--- config.mk ---
export PLATFORM = sky130hd
export DESIGN_NAME = writeback
export DESIGN_NICKNAME = d
export VERILOG_FILES = /design/src/rtl/writeback.sv
export SDC_FILE = /design/constraint.sdc
export NUM_CORES = 2
export LEC_CHECK = 0
export CAP_MARGIN = 20
export CORE_ASPECT_RATIO = 0.5
export CORE_MARGIN = 10
export CORE_UTILIZATION = 30
export CTS_CLUSTER_SIZE = 8
export DETAILED_ROUTE_END_ITERATION = 10
export GPL_ROUTABILITY_DRIVEN = 0
export HOLD_SLACK_MARGIN = 0.08
export PLACE_DENSITY = 0.42
export SYNTH_ARGS = -nofsm -noshare
export SYNTH_HDL_FRONTEND = slang
export SYNTH_SLANG_ARGS = --single-unit
--- constraint.sdc ---
create_clock -name i_clk -period 4.1 [get_ports i_clk]
set_input_delay 1.025 -clock i_clk [delete_from_list [all_inputs] [get_ports i_clk]]
set_output_delay 1.025 -clock i_clk [all_outputs]
set_load 0.1 [all_outputs]
--- src/rtl/writeback.sv ---
// MEM/WB pipeline register plus the register bank it commits to, with
// write-through bypass on decode's two combinational read ports.
module writeback #(
  parameter int DATA_W = 32,
  parameter int NREG   = 32,
  parameter int ADDR_W = 5
) (
  input  logic              i_clk,
  input  logic              i_rst_n,
  input  logic              i_stall,
  input  logic              i_flush,
  input  logic              i_con_WrBack,
  input  logic              i_con_MemToReg,
  input  logic              i_con_Link,
  input  logic [ADDR_W-1:0] i_addr_Rd,
  input  logic [DATA_W-1:0] i_data_Alu,
  input  logic [DATA_W-1:0] i_data_Mem,
  input  logic [DATA_W-1:0] i_addr_IncrePC,
  input  logic [ADDR_W-1:0] i_addr_Rs,
  input  logic [ADDR_W-1:0] i_addr_Rt,
  output logic [DATA_W-1:0] o_data_Rs,
  output logic [DATA_W-1:0] o_data_Rt,
  output logic              o_con_WrBack,
  output logic [ADDR_W-1:0] o_addr_Wr,
  output logic [DATA_W-1:0] o_data_Wr
);

  logic              wb_q, wb_d;
  logic [ADDR_W-1:0] addr_q, addr_d;
  logic [DATA_W-1:0] data_q, data_d;
  logic [DATA_W-1:0] bank_q [NREG];
  logic [DATA_W-1:0] bank_d [NREG];
  logic [ADDR_W-1:0] eff_rd;
  logic [DATA_W-1:0] result;

  // MEM/WB capture: flush beats stall beats capture
  always_comb begin
    eff_rd = i_con_Link ? ADDR_W'(NREG - 1) : i_addr_Rd;
    if (i_con_Link)
      result = i_addr_IncrePC + DATA_W'(4);
    else if (i_con_MemToReg)
      result = i_data_Mem;
    else
      result = i_data_Alu;

    wb_d   = wb_q;
    addr_d = addr_q;
    data_d = data_q;
    if (i_flush) begin
      wb_d   = 1'b0;
      addr_d = '0;
      data_d = '0;
    end else if (!i_stall) begin
      wb_d   = i_con_WrBack && (eff_rd != '0);
      addr_d = eff_rd;
      data_d = result;
    end
  end

  always_ff @(posedge i_clk or negedge i_rst_n) begin
    if (!i_rst_n) begin
      wb_q   <= 1'b0;
      addr_q <= '0;
      data_q <= '0;
    end else begin
      wb_q   <= wb_d;
      addr_q <= addr_d;
      data_q <= data_d;
    end
  end

  // Bank commit from the registered stage; entry 0 is pinned to zero
  always_comb begin
    bank_d = bank_q;
    if (wb_q && (addr_q != '0))
      bank_d[addr_q] = data_q;
    bank_d[0] = '0;
  end

  always_ff @(posedge i_clk or negedge i_rst_n) begin
    if (!i_rst_n) begin
      for (int i = 0; i < NREG; i++)
        bank_q[i] <= '0;
    end else begin
      bank_q <= bank_d;
    end
  end

  // Bypass covers the cycle before the bank write lands
  assign o_data_Rs = (i_addr_Rs == '0) ? '0 :
                     (wb_q && (addr_q == i_addr_Rs)) ? data_q : bank_q[i_addr_Rs];
  assign o_data_Rt = (i_addr_Rt == '0) ? '0 :
                     (wb_q && (addr_q == i_addr_Rt)) ? data_q : bank_q[i_addr_Rt];

  assign o_con_WrBack = wb_q;
  assign o_addr_Wr    = addr_q;
  assign o_data_Wr    = data_q;

endmodule

==> reports/qor.yml <==
status: "finished, violations left"
violations: "negative setup slack"
cp_data_required_time_ps: 3070
slowest_stage: "mux4_2"
relSlewSlack_pct: 28.7
start_util_pct: 30.2
cts_buffers: 155
final_core_util_pct: 38.5
synth_cells: 4203
crit_arrival_ps: 3100
cp_top_family: "multiplexers"
grt_util_met2_pct: 35.5
overflow: 0
ctsRootBufferMaster: "clkbuf_16"
dp_hpwl_um: 146000
p_seq_share_pct: 41.2
pin_count: 220
rsz0062_at_grt: "true"
pwr-share-comb_pct: 15.9
cp-start-kind: "input pin"
grtUsageTotal_pct: 22.2
first_pass_iters: 7
yosysSeqAreaShare_pct: 45.8
leakage_nw: 33.3
hold_viol: 0
synth_nets: 4322
final_nets: 4756
viasPerCell: 5.72
skew_ps: 55.5
synth_top_flop_cell: "dfrtp_1"
yosys.area.top_type: "dfrtp_1"
wl_per_cell_um: 33.1
dr_total_vias: 40906
drive_gt1_share_pct: 31.0
fin_ws_ps: -22.2
postCtsHoldBufs: 0
rows: 112
ys_warn_count: 0
setup_viol: 4
clk_path_buf_depth: 4
vdd_drop_max_uv: 322
wl_um: 237000
placed_cell_area_um2: 65300
path_clk_slew_ps: 50
drv_cap: 0
ant_nets: 0
die_area_um2: 206000
drc: 0
maxSlewViolCount: 0
die_x_um: 633
synth_seq_cells: 1030
cts_tree: "yes"
htreeDepth: 4
met3_usage_pct: 3.24
coreArea_um2: 187000
grt_max_degree: 106
fp.dieH_um: 326
grt_pass1_vias: 43404
critPathMaxStageDelay_ps: 490
clk-insertion-delay-late_ps: 800
ys_types: 58
yosys-top-cells-count: "dfrtp_1 (1030), mux2_1 (985), mux4_2 (354), clkbuf_1 (247), nor2b_1 (158)"
synth_edf_count: 0
fillers: 17462
path_max_fanout: 8
synth_top_cells_by_area: "dfrtp_1 (46%), mux2_1 (20%), mux4_2 (14%)"
holdCritPathClass: "in2async"
synth_area_um2: 56300
tightest_slew_ps: 1070
crit_path_frequent_cell: "buf_16"
top_usage_layer: "met2"
async_reset_ff_share_pct: 100
worstSetupEndpointType: "output pin"
drtIter0Drc: 3425
synth_area_per_cell_um2: 13.4
switchingPower_w: 0.00754
p_int_w: 0.0191
clkPwrFrac_pct: 42.8
fin_crit_sh_pct: 101
crit_type: "in2out"
synthToLayoutAreaGrowth_pct: 27.6
period_needed_ps: 4120
fmax_mhz: 243
path_buf_inv: 4
grt_antenna_before_repair: 12
design_area_um2: 71800
grt_pass1_wl_um: 334000
synth.top_cell.area_share_pct: 45.8
cts_num_sinks: 1030
numPortBuffers: 219
power_per_cell_area_nw_per_um2: 371
worstSetupPathDepth: 9
synth_most_common_cell: "dfrtp_1"
use_met1_pct: 31.1
sw_frac_of_total_pct: 28.3
worstRegToRegCells: 4
path_cells: "buf_16 -> buf_16 -> buf_6 -> mux4_2 -> mux2i_2 -> nand2_1 -> o311a_1 -> a221o_2 -> buf_12"
-- sequential cells by signal, indices dropped and copies added (netlist names) --
signal / count
bank_q: 992
o_con_WrBack: 1
o_data_Wr: 32
o_addr_Wr: 5
-- cell families (layout without fill, tap and decap cells) --
logic type | count (synthesis) | count (layout) | share of synthesized area (%)
adders and majority gates | 1 | 1 | 0.0222
buffers and inverters | 458 | 899 | 3.56
other | 0 | 2 | 0
xor gates and xnor gates | 32 | 32 | 0.498
AOI/OAI and AO/OA | 525 | 525 | 6.85
and+or+nand+nor | 618 | 618 | 5.69
DFF | 1030 | 1030 | 45.8
muxes | 1539 | 1539 | 37.6
-- power groups by stage --
stage	Clock (W)	Sequential (W)	Combinational, W
final	0.0114	0.0110	0.00425
after global routing	0.0121	0.0110	0.00446
after CTS	0.0117	0.0110	0.00416
after detailed placement	0	0.0112	0.00390
after global placement	0	0.0111	0.00387
after floorplan	0	0.0112	0.00204
-- what timing repair did --
| item | in CTS | in global routing |
|---|---|---|
| gates resized for setup | 144 | 72 |
| pin swaps | 29 | 36 |
| cloned | 23 | 8 |
| buffers inserted | 40 | 12 |
| endpoints found under the setup margin | 64 | 50 |
-- layout by cell type, fill, tap and decap left out, types with 14 or more instances in the layout --
master and instances:
dfrtp_1 1029, mux2_1 984, buf_4 359, mux4_2 354, buf_12 179, clkbuf_16 165
nor2b_1 154, a211oi_1 138, nor2_1 133, mux2i_1 116, clkdlybuf4s50_1 104, nand2_1 85
mux2_2 82, a22oi_1 64, nor4_1 59, o22ai_1 49, buf_16 35, o21ai_0 33
a21oi_1 32, nor4_2 29, a221o_2 29, a21oi_2 27, o221ai_1 26, a221oi_1 25
xor2_1 23, o311a_1 22, buf_6 20, nor3_1 19, nor2_4 17, nand2_2 17
nor3_2 17, a22oi_2 14
-- final cells by class --
class / instances / area (um^2) / area share [%]
Tap cell: 2508 / 3140 / 4.37
Inverter: 4 / 15.0 / 0.0209
Timing Repair Buffer: 731 / 9250 / 12.9
Antenna cell: 2 / 5.00 / 0.00697
Multi-Input combinational cell: 2715 / 29700 / 41.3
Sequential cell: 1030 / 25800 / 35.9
Clock buffer: 159 / 3940 / 5.48
Clock inverter: 5 / 38.8 / 0.0540
-- final timing paths --
path	startpoint	end	slack [ps]
max	i_addr_Rs[0]	o_data_Rs[27]	-20
min	i_rst_n	bank_q[138]	230
max reg2reg	o_con_WrBack	bank_q[247]	1170
min reg2reg	bank_q[627]	bank_q[627]	500
max in group asynchronous	i_rst_n	bank_q[183]	2520
min in group i_clk	bank_q[627]	bank_q[627]	500
-- metal layers --
metal | wire length (um) | vias up
met5 | 58 | -
met4 | 7760 | 10
met3 | 13200 | 409
met2 | 109000 | 1330
met1 | 107000 | 22212
li1 | - | 16945
-- metrics by stage --
step	total power, W	TNS [ps]	hold WS (ps)	instances	worst slack, ps
after floorplan	0.0132	-4580	467	4203	-148
after global placement	0.0150	-21210	479	6905	-763
after detailed placement	0.0151	-21060	486	6905	-744
after CTS	0.0268	-114	197	7132	-19.7
after global routing	0.0276	-419	204	7152	-39.8
final	0.0266	-41.3	226	7154	-22.2
-- worst reg2reg max path, delay by kind of cell (launching register included) --
kind | cells | cell delay [ps]
AND/OR/NAND/NOR | 2 | 1210
flip-flops | 1 | 700
multiplexers | 1 | 450
buffers and inverters | 1 | 420
Power figures use the tool's default switching activity.
